$ cat config.mk
export PLATFORM = sky130hd
export DESIGN_NAME = tns_enc_28
export DESIGN_NICKNAME = d
export VERILOG_FILES = /design/src/rtl/tns_enc_28.sv
export SDC_FILE = /design/constraint.sdc
export NUM_CORES = 1
export LEC_CHECK = 0
export BUFFER_PORTS_ARGS = -buffer_cell sky130_fd_sc_hd__clkbuf_2
export CAP_MARGIN = 20
export CORE_ASPECT_RATIO = 0.7
export CORE_MARGIN = 5
export CORE_UTILIZATION = 35
export CTS_BUF_LIST = sky130_fd_sc_hd__clkbuf_16
export DETAILED_ROUTE_END_ITERATION = 6
export MAX_ROUTING_LAYER = met4
export PLACE_DENSITY = 0.48
export SKIP_CTS_REPAIR_TIMING = 1
export SLEW_MARGIN = 20
export SYNTH_ARGS = -nofsm -noshare
export SYNTH_HDL_FRONTEND = slang
export SYNTH_SLANG_ARGS = --single-unit
export TNS_END_PERCENT = 10
$ cat constraint.sdc
create_clock -name clk -period 5.78 [get_ports clk]
set_input_delay 1.156 -clock clk [delete_from_list [all_inputs] [get_ports clk]]
set_output_delay 1.156 -clock clk [all_outputs]
set_load 0.05 [all_outputs]
$ cat src/rtl/tns_enc_28.sv
// Sequential 28-wire TNS encoder: greedy MSB-first subtraction of the TNS weights,
// one codeword bit per cycle, with valid/ready on both sides.

`ifndef TNS_VH
`define TNS_VH
`define BLEN10_C 26
`define TNS01_C 26'd1
`define TNS01_B 26'd2
`define TNS01_A 26'd4
`define TNS02_C 26'd7
`define TNS02_B 26'd13
`define TNS02_A 26'd24
`define TNS03_C 26'd44
`define TNS03_B 26'd81
`define TNS03_A 26'd149
`define TNS04_C 26'd274
`define TNS04_B 26'd504
`define TNS04_A 26'd927
`define TNS05_C 26'd1705
`define TNS05_B 26'd3136
`define TNS05_A 26'd5768
`define TNS06_C 26'd10609
`define TNS06_B 26'd19513
`define TNS06_A 26'd35890
`define TNS07_C 26'd66012
`define TNS07_B 26'd121415
`define TNS07_A 26'd223317
`define TNS08_C 26'd410744
`define TNS08_B 26'd755476
`define TNS08_A 26'd1389537
`define TNS09_C 26'd2555757
`define TNS09_B 26'd4700770
`define TNS09_A 26'd8646064
`define TNS10_C 26'd15902591
`endif

module tns_enc_28 #(
  parameter int CW = 28,
  parameter int DW = `BLEN10_C
) (
  input  logic          clk,
  input  logic          rst_n,
  input  logic          in_valid,
  output logic          in_ready,
  input  logic [DW-1:0] data_in,
  output logic          out_valid,
  input  logic          out_ready,
  output logic [CW-1:0] code_out,
  output logic          code_err,
  output logic          busy
);

  // Entry i is the weight of codeword bit i (same ordering as the decoder).
  localparam logic [27:0][DW-1:0] W = {
    `TNS10_C,
    `TNS09_A, `TNS09_B, `TNS09_C,
    `TNS08_A, `TNS08_B, `TNS08_C,
    `TNS07_A, `TNS07_B, `TNS07_C,
    `TNS06_A, `TNS06_B, `TNS06_C,
    `TNS05_A, `TNS05_B, `TNS05_C,
    `TNS04_A, `TNS04_B, `TNS04_C,
    `TNS03_A, `TNS03_B, `TNS03_C,
    `TNS02_A, `TNS02_B, `TNS02_C,
    `TNS01_A, `TNS01_B, `TNS01_C
  };

  typedef enum logic [1:0] {IDLE, RUN, DONE} state_t;

  state_t        state, state_nxt;
  logic [DW-1:0] rem, rem_nxt, w_cur;
  logic [4:0]    idx;
  logic [CW-1:0] code;
  logic          take;

  assign in_ready  = (state == IDLE);
  assign out_valid = (state == DONE);
  assign busy      = (state == RUN);

  always_comb begin
    w_cur   = W[idx];
    take    = (rem >= w_cur);
    rem_nxt = take ? (rem - w_cur) : rem;
  end

  always_comb begin
    state_nxt = state;
    case (state)
      IDLE:    if (in_valid) state_nxt = RUN;
      RUN:     if (idx == 5'd0) state_nxt = DONE;
      DONE:    if (out_ready) state_nxt = IDLE;
      default: state_nxt = IDLE;
    endcase
  end

  always_ff @(posedge clk or negedge rst_n) begin
    if (!rst_n) state <= IDLE;
    else        state <= state_nxt;
  end

  // code accumulates privately; code_out only updates on the final bit so a
  // partial codeword never appears on the output.
  always_ff @(posedge clk or negedge rst_n) begin
    if (!rst_n) begin
      rem      <= '0;
      idx      <= '0;
      code     <= '0;
      code_out <= '0;
      code_err <= 1'b0;
    end else begin
      case (state)
        IDLE: if (in_valid) begin
          rem  <= data_in;
          idx  <= 5'd27;
          code <= '0;
        end
        RUN: begin
          code[idx] <= take;
          rem       <= rem_nxt;
          if (idx == 5'd0) begin
            code_out <= {code[CW-1:1], take};
            code_err <= (rem_nxt != '0);
          end else begin
            idx <= idx - 5'd1;
          end
        end
        default: ;
      endcase
    end
  end

endmodule
==> flow_metrics.env <==
export IMPL_end_kind="register"
export IMPL_rsz0062_at_grt="no"
export IMPL_min_path_type="register to register"
export IMPL_ys_flop_type="dfrtp_1"
export IMPL_drt_iter0_drc=567
export IMPL_hold_viol_final=0
export IMPL_fmaxAchievable_mhz=197
export IMPL_root_buffer="clkbuf_16"
export IMPL_gp_congestion=0.912
export IMPL_htree_levels=3
export IMPL_dieArea_um2=19600
export IMPL_yosys_register_bits=89
export IMPL_syn2layout_area_growth_pct=13.9
export IMPL_grt_overflow=0
export IMPL_min_period_over_period_pct=87.7
export IMPL_grt_start_max_net_pins=57
export IMPL_mostFrequentLayoutCells="dfrtp_1 (89), clkbuf_2 (60), nor2_1 (58)"
export IMPL_path_cells="ha_1 > nor2_1 > a2111oi_0 > a21oi_1 > ha_1 > nand3_1 > a2111oi_0 > or2_1 > a32o_1 > a31o_2 > a21oi_1 > or4_4 > nor4b_2 > a31oi_1"
export IMPL_cts_sinks=89
export IMPL_critical_path_max_stage_delay_ps=550
export IMPL_drtAntennaViolNets=0
export IMPL_crit_buf_inv=0
export IMPL_place_hpwl_um=15300
export IMPL_critical_path_required_ps=6000
export IMPL_grt_pass1_vias=5298
export IMPL_drive_gt1_share_pct=17.7
export IMPL_async_flop_share_pct=100
export IMPL_grtUsageTotal_pct=21.7
export IMPL_wl_per_cell_um=21.3
export IMPL_drcViolationCount=0
export IMPL_layout_commonest_cell="dfrtp_1"
export IMPL_crit_fanout=21
export IMPL_die_y_um=119
export IMPL_critical_path_top_delay_family="compound AO/OA/AOI/OAI gates"
export IMPL_post_place_ws_ps=838
export IMPL_maxCapViolations=0
export IMPL_outcome="completed"
export IMPL_num_vias=5479
export IMPL_syn_area_per_cell_um2=8.71
export IMPL_wirelength_um=20200
export IMPL_initial_utilization_pct=36.0
export IMPL_synth_edff_count=0
export IMPL_layout_setup_ws_ps=712
export IMPL_worst_pin_slew_ps=843
export IMPL_fin_tns_setup_ps=0
export IMPL_fillers=1714
export IMPL_clk_pin_slew_ps=70
export IMPL_antenna_found_initial=0
export IMPL_crit_type="register to register"
export IMPL_setup_viol_count_final=0
export IMPL_period_minus_slack_ps=5070
export IMPL_coreArea_um2=16400
export IMPL_num_rows=39
export IMPL_insertion_delay_ps=350
export IMPL_critical_path_arrival_ps=5290
export IMPL_synth_yosys_seq_area_share_pct=37.7
export IMPL_grt_pass1_wl_um=31700
export IMPL_numCtsBuffers=9
export IMPL_maxSlewHeadroom_pct=43.8
export IMPL_yosysUniqueCellTypes=58
export IMPL_final_util_pct=41.0
export IMPL_fin_worst_skew_ps=7.24
export IMPL_syn_instance_count=679
export IMPL_netlist_area_um2=5910
export IMPL_port_buffers=61
export IMPL_die_x_um=165
export IMPL_worst_setup_path_start_kind="register"
export IMPL_fin_nets=781
export IMPL_yosys_warnings=0
export IMPL_routed_via_density=5.78
export IMPL_firstDrtPassIters=5
export IMPL_cts_tree="built"
export IMPL_syn_nets=742
export IMPL_slew_violations=0
export IMPL_ios=62
export IMPL_clk_path_buf_depth=2
export IMPL_insertedDiodeCount=0
export IMPL_critPathSlowestCell="a2111oi_0"
## per-stage QoR
step	std cells	instance area, um^2	hold WS (ps)
after floorplan	679	5910	462
after global placement	932	6440	465
after detailed placement	932	6440	473
after CTS	948	6740	489
after global routing	948	6740	503
final	948	6740	483
## worst paths after layout
kind / from / endpoint / slack [ps] / cells past startpoint
max: idx[1] / code_err / 710 / 14
min: code_out[0] / code_out[0] / 480 / 2
max reg2reg: idx[1] / code_err / 710 / 14
min reg2reg: code_out[0] / code_out[0] / 480 / 2
max in group asynchronous: rst_n / rem[15] / 3940 / 2
min in group asynchronous: rst_n / code_out[9] / 760 / 1
## state kept, by name, indices dropped and copies added (netlist names)
register and flops:
idx 5, code 27, state 2, code_err 1
code_out 28, rem 26
## final cells by class
class                      count  area [um^2]  area share [%]
multi-input combinational    524         3450            51.2
sequential                    89         2230            33.1
timing repair buffer          75          413            6.13
tap                          225          282            4.18
clock buffer                   9          225            3.34
inverter                      19         71.3            1.06
clock inverter                 7         67.6            1.00
## routing by layer
layer / wire length (um) / track usage [%] / part of all wire [%] / vias to the layer above
li1: - / - / - / 2589
met1: 10500 / 34.0 / 52 / 2682
met2: 8210 / 29.0 / 41 / 188
met3: 1260 / 3.58 / 6.3 / 20
met4: 236 / 4.53 / 1.2 / 0
met5: 0 / - / 0 / -
## synthesized netlist by cell type, types with 8 or more instances
| cell type | count | area, um^2 |
|---|---|---|
| nor3_1 | 12 | 60.1 |
| nor2_1 | 58 | 218 |
| nand3_1 | 39 | 195 |
| mux2i_1 | 8 | 80.1 |
| nand2_1 | 50 | 188 |
| clkbuf_1 | 34 | 128 |
| o211ai_1 | 10 | 75.1 |
| nand4_1 | 10 | 62.6 |
| dfrtp_1 | 89 | 2230 |
| ha_1 | 32 | 400 |
| xnor2_1 | 19 | 166 |
| buf_1 | 9 | 33.8 |
| a31oi_1 | 11 | 68.8 |
| o21ai_0 | 39 | 195 |
| a21oi_1 | 52 | 260 |
| or3_1 | 10 | 62.6 |
| nor2b_1 | 9 | 56.3 |
| xor2_1 | 8 | 70.1 |
| o22ai_1 | 17 | 106 |
| o21ai_1 | 27 | 135 |
| inv_1 | 19 | 71.3 |
| mux2_2 | 27 | 304 |
## tightest hold or removal path, stage by stage (launching register included)
cell,delay (ps)
dfrtp_1,340
nand2_1,50
o21ai_0,60
## logic make-up (layout without fill, tap and decap cells)
logic type      count (synthesis)  after routing  share of synthesized area [%]
simple gates                  209            209                           16.9
fa+ha+maj                      33             33                           7.11
buf+inv                        66            110                           4.38
xor+xnor                       27             27                           4.00
mux                            36             36                           6.88
compound gates                219            219                           23.1
flops                          89             89                           37.7
Power is left out: the tool's default activity adds up to more than one toggle a clock period on the data nets, which glitch-free logic cannot reach.
